`config.mk`:
```
export PLATFORM = sky130hd
export DESIGN_NAME = picobello_link_stage
export DESIGN_NICKNAME = d
export VERILOG_FILES = /design/src/rtl/picobello_link_stage.sv
export SDC_FILE = /design/constraint.sdc
export NUM_CORES = 1
export LEC_CHECK = 0
export BUFFER_PORTS_ARGS = -buffer_cell sky130_fd_sc_hd__buf_2
export CAP_MARGIN = 10
export CORE_MARGIN = 5
export CORE_UTILIZATION = 40
export CTS_BUF_LIST = sky130_fd_sc_hd__clkbuf_4 sky130_fd_sc_hd__clkbuf_8
export CTS_CLUSTER_SIZE = 14
export DETAILED_ROUTE_END_ITERATION = 10
export PLACE_DENSITY = 0.67
export SYNTH_ARGS = -nofsm -noshare
export SYNTH_HDL_FRONTEND = slang
export SYNTH_SLANG_ARGS = --single-unit
```
`constraint.sdc`:
```
create_clock -name clk_i -period 13.35 [get_ports clk_i]
set_clock_uncertainty 0.2 [all_clocks]
set_input_delay 2.67 -clock clk_i [delete_from_list [all_inputs] [get_ports clk_i]]
set_output_delay 2.67 -clock clk_i [all_outputs]
set_load 0.005 [all_outputs]
```
`src/rtl/picobello_link_stage.sv`:
```
// Elastic valid/ready FIFO stage for one NoC mesh link channel; outputs come only from flops.
// Optional traffic counters are built when PICOBELLO_LINK_STATS_EN is defined.

module picobello_link_stage #(
    parameter int unsigned DataWidth = 64,
    parameter int unsigned Depth     = 2,
    parameter int unsigned CntWidth  = $clog2(Depth + 1)
) (
    input  logic                 clk_i,
    input  logic                 rst_ni,
    input  logic                 valid_i,
    output logic                 ready_o,
    input  logic [DataWidth-1:0] data_i,
    output logic                 valid_o,
    input  logic                 ready_i,
    output logic [DataWidth-1:0] data_o,
    output logic [CntWidth-1:0]  occupancy_o,
    input  logic                 stat_clr_i,
    output logic [31:0]          stat_flits_o,
    output logic [31:0]          stat_stalls_o
);

    localparam int unsigned         PtrWidth = (Depth > 1) ? $clog2(Depth) : 1;
    localparam logic [PtrWidth-1:0] PtrMax   = PtrWidth'(Depth - 1);
    localparam logic [CntWidth-1:0] CntFull  = CntWidth'(Depth);

    // Sized to the full pointer range so a 1-deep stage still has a legal 1-bit index.
    logic [DataWidth-1:0] mem_q [2**PtrWidth];
    logic [PtrWidth-1:0]  wptr_q, wptr_d;
    logic [PtrWidth-1:0]  rptr_q, rptr_d;
    logic [CntWidth-1:0]  cnt_q, cnt_d;
    logic                 push;
    logic                 pop;

    // Handshake: a flit moves across an interface at a rising edge where valid and ready
    // are both high. valid_o/data_o and ready_o depend only on state (plus rst_ni gating
    // ready_o), so neither side ever sees a combinational path through this stage.
    assign ready_o     = rst_ni && (cnt_q != CntFull);
    assign valid_o     = (cnt_q != '0);
    assign push        = valid_i && ready_o;
    assign pop         = valid_o && ready_i;
    assign data_o      = mem_q[rptr_q];
    assign occupancy_o = cnt_q;

    always_comb begin
        wptr_d = wptr_q;
        rptr_d = rptr_q;
        cnt_d  = cnt_q;
        if (push) begin
            wptr_d = (wptr_q == PtrMax) ? '0 : wptr_q + PtrWidth'(1);
        end
        if (pop) begin
            rptr_d = (rptr_q == PtrMax) ? '0 : rptr_q + PtrWidth'(1);
        end
        case ({push, pop})
            2'b10:   cnt_d = cnt_q + CntWidth'(1);
            2'b01:   cnt_d = cnt_q - CntWidth'(1);
            default: cnt_d = cnt_q;
        endcase
    end

    always_ff @(posedge clk_i) begin
        if (!rst_ni) begin
            wptr_q <= '0;
            rptr_q <= '0;
            cnt_q  <= '0;
        end else begin
            wptr_q <= wptr_d;
            rptr_q <= rptr_d;
            cnt_q  <= cnt_d;
        end
    end

    // Payload storage carries no reset; stale contents are never presented while cnt is 0.
    always_ff @(posedge clk_i) begin
        if (push) begin
            mem_q[wptr_q] <= data_i;
        end
    end

`ifdef PICOBELLO_LINK_STATS_EN
    logic [31:0] stat_flits_q, stat_flits_d;
    logic [31:0] stat_stalls_q, stat_stalls_d;
    logic        stall;

    assign stall = valid_o && !ready_i;

    // Clear wins over a same-cycle increment; both counters stick at all-ones.
    always_comb begin
        stat_flits_d  = stat_flits_q;
        stat_stalls_d = stat_stalls_q;
        if (stat_clr_i) begin
            stat_flits_d  = '0;
            stat_stalls_d = '0;
        end else begin
            if (pop && (stat_flits_q != 32'hFFFF_FFFF)) begin
                stat_flits_d = stat_flits_q + 32'd1;
            end
            if (stall && (stat_stalls_q != 32'hFFFF_FFFF)) begin
                stat_stalls_d = stat_stalls_q + 32'd1;
            end
        end
    end

    always_ff @(posedge clk_i) begin
        if (!rst_ni) begin
            stat_flits_q  <= '0;
            stat_stalls_q <= '0;
        end else begin
            stat_flits_q  <= stat_flits_d;
            stat_stalls_q <= stat_stalls_d;
        end
    end

    assign stat_flits_o  = stat_flits_q;
    assign stat_stalls_o = stat_stalls_q;
`else
    logic unused_stat_clr;

    assign unused_stat_clr = stat_clr_i;
    assign stat_flits_o    = '0;
    assign stat_stalls_o   = '0;
`endif

endmodule
```
==> flow_metrics.env <==
export IMPL_outcome="completed"
export IMPL_critical_path_max_fanout=7
export IMPL_worst_setup_path_end_kind="output port"
export IMPL_fp_dieW_um=125
export IMPL_synth_warnings=0
export IMPL_die_area_mm2=0.0157
export IMPL_clock_fmax_ghz=0.169
export IMPL_synth_enable_flop_cells=128
export IMPL_netlist_top_cells_area="sky130_fd_sc_hd__edfxtp_1, sky130_fd_sc_hd__mux2_2, sky130_fd_sc_hd__buf_4"
export IMPL_layout_filler_cells=1198
export IMPL_path_class="in2out"
export IMPL_design_core_area_mm2=0.0131
export IMPL_sum_of_overflow_across_all_layers_after_global_routing=0
export IMPL_worstRegToRegCells=4
export IMPL_route_antenna_remaining_nets=0
export IMPL_power_density_cell_area_mw_per_mm2=165
export IMPL_area_growth_syn_to_layout_pct=19.6
export IMPL_worst_hold_path_num_cells=2
export IMPL_clock_insertion_delay_worst_skew_ns=0.42
export IMPL_synth_sequential_area_ratio_pct=74.1
export IMPL_clk_root_buffer_cell="sky130_fd_sc_hd__clkbuf_8"
export IMPL_final_period_utilization_pct=44.4
export IMPL_final_setup_viol_count=0
export IMPL_final_layout_size_suffix_gt1_share_pct=51.9
export IMPL_h_tree_depth=4
export IMPL_vdd_ir_drop_max_v=0.0000901
export IMPL_drt_first_iter_violations=100
export IMPL_synthFlopType="sky130_fd_sc_hd__edfxtp_1"
export IMPL_ctsResizeCount=0
export IMPL_yosysMostFrequentCell="sky130_fd_sc_hd__edfxtp_1"
export IMPL_worst_r2r_setup_slack_ns=10.53
export IMPL_max_cap_viol_count=0
export IMPL_floorplan_io_pins=201
export IMPL_slew_limit_headroom_pct=38.8
export IMPL_ctsHoldBuffers=0
export IMPL_post_drt_wl_per_cell_um=14.8
export IMPL_synth_async_sr_flop_share_pct=0
export IMPL_minimum_clock_period_ns=5.93
export IMPL_worst_setup_path_start_kind="input port"
export IMPL_cts_made_buffers=17
export IMPL_worst_ep_required_time_ns=10.48
export IMPL_synth_distinct_cells=21
export IMPL_route_detailed_vias_per_inst=4.24
export IMPL_syn_inst=290
export IMPL_synth_ff_latch_count=133
export IMPL_grt_pass1_vias=2840
export IMPL_antenna_found_initial=0
export IMPL_p_total_w=0.00105
export IMPL_grt_pass1_wl_mm=14.4
export IMPL_syn_area_mm2=0.00532
export IMPL_routed_via_count=2661
export IMPL_std_cell_rows=42
export IMPL_drc_errors=0
export IMPL_postSynthAreaPerCell_um2=18.3
export IMPL_post_synth_top_area_cell="sky130_fd_sc_hd__edfxtp_1"
export IMPL_wl_mm=9.31
export IMPL_die_height_um=125
export IMPL_slew_viol_final=0
export IMPL_cts_tree="built"
export IMPL_buffer_ports_inserted=135
export IMPL_cts_sink_count=133
export IMPL_setup_tns_ns=0
export IMPL_diodes=0
export IMPL_initial_core_utilization_pct=40.5
export IMPL_timing_hold_worst_start="rptr_q"
export IMPL_dp_wirelength_mm=6.20
export IMPL_synth_top_cell_area_share_pct=72.2
export IMPL_finish_instance_area_mm2=0.00636
export IMPL_firstDrtPassIters=4
export IMPL_reg2reg_from="occupancy_o[0]"
export IMPL_worst_pin_slew_ns=0.916
export IMPL_placer_congestion=0.716
export IMPL_rsz_0062_raised_after_global_routing="false"
export IMPL_post_dp_cell_area_mm2=0.00597
export IMPL_postCtsSetupBuffers=0
export IMPL_grt_start_max_net_pins=65
export IMPL_final_nets=508
export IMPL_max_clock_path_buffers=2
export IMPL_path_category_of_the_worst_min_delay_check="reg2reg"
export IMPL_track_usage_pct=11.9
export IMPL_synth_commonest_cells="sky130_fd_sc_hd__edfxtp_1, sky130_fd_sc_hd__buf_4, sky130_fd_sc_hd__mux2_2, sky130_fd_sc_hd__buf_2, sky130_fd_sc_hd__dfxtp_1"
export IMPL_arrival_ns=3.06
export IMPL_total_leakage_power_nw=2.45
export IMPL_cts_reportedPaths_clkPinSlew_ns=0.07
export IMPL_r2r_end="mem_q[1][46]"
export IMPL_hold_viol=0
stage by stage:
step	worst slack, ns	instances	util, %	hold WS, ns
floorplan	7.20	353	-	0.304
global placement	7.42	595	45.5	0.317
detailed placement	7.42	595	45.5	0.339
CTS	7.42	627	48.4	0.358
global route	7.39	627	48.4	0.383
finish	7.42	627	48.4	0.358
worst max-delay path: stages:
cell	delay, ns
sky130_fd_sc_hd__buf_2	0.13
sky130_fd_sc_hd__and2_1	0.14
sky130_fd_sc_hd__buf_2	0.12
state kept, by name (all words and copies together) (netlist names), named ones only:
signal       count
mem_q          128
occupancy_o      2
rptr_q           1
wptr_q           1
cells in the final DEF (no fill, tap or decap), drive strengths merged, types with 2 or more instances in the layout:
cell,instances
nor2b,2
xnor2,3
buf,137
clkinv,7
and2,2
clkinvlp,2
nor2,2
conb,64
mux2,64
bufinv,3
dfxtp,5
edfxtp,128
o21a,2
clkbuf,20
cell type report:
| class | count | area [um^2] | share of cell area [%] |
|---|---|---|---|
| tap | 176 | 220 | 3.46 |
| clock buffer | 20 | 256 | 4.03 |
| clock inverter | 12 | 136 | 2.14 |
| timing repair buffer | 137 | 691 | 10.9 |
| multi-input combinational | 148 | 1110 | 17.4 |
| inverter | 1 | 3.75 | 0.0590 |
| sequential | 133 | 3950 | 62.0 |
layer usage:
layer | wire length, um | global-route usage, % | vias up
li1 | - | - | 1250
met1 | 3610 | 12.8 | 1275
met2 | 4780 | 20.5 | 119
met3 | 729 | 4.69 | 17
met4 | 189 | 5.48 | 0
met5 | 0 | 0 | -
report_power, final:
group | internal [W] | leakage [nW] | switching (W) | total (W)
Clock | 0.000187 | 0.199 | 0.000142 | 0.000329
Sequential | 0.000494 | 1.22 | 0.0000378 | 0.000532
Combinational | 0.000112 | 1.03 | 0.0000769 | 0.000189
Total | 0.000794 | 2.45 | 0.000257 | 0.00105
logic make-up after synthesis:
logic type      after synthesis  share of synthesized area (%)
fa+ha+maj                     1                          0.235
simple gates                 11                           1.18
other cells                   1                         0.0705
buf+inv                      72                           9.76
mux                          64                           13.5
flops                       133                           74.1
compound gates                5                          0.611
xor+xnor                      3                          0.494
worst max path at each step:
stage	startpoint	end	slack [ns]	cells past startpoint
final	rst_ni	ready_o	7.42	3
after global routing	rst_ni	ready_o	7.39	3
after CTS	rst_ni	ready_o	7.42	3
after detailed placement	rst_ni	ready_o	7.42	3
after global placement	rst_ni	ready_o	7.42	3
after floorplan	valid_i	mem_q[0][0]	7.20	2
Power figures use the tool's default switching activity.
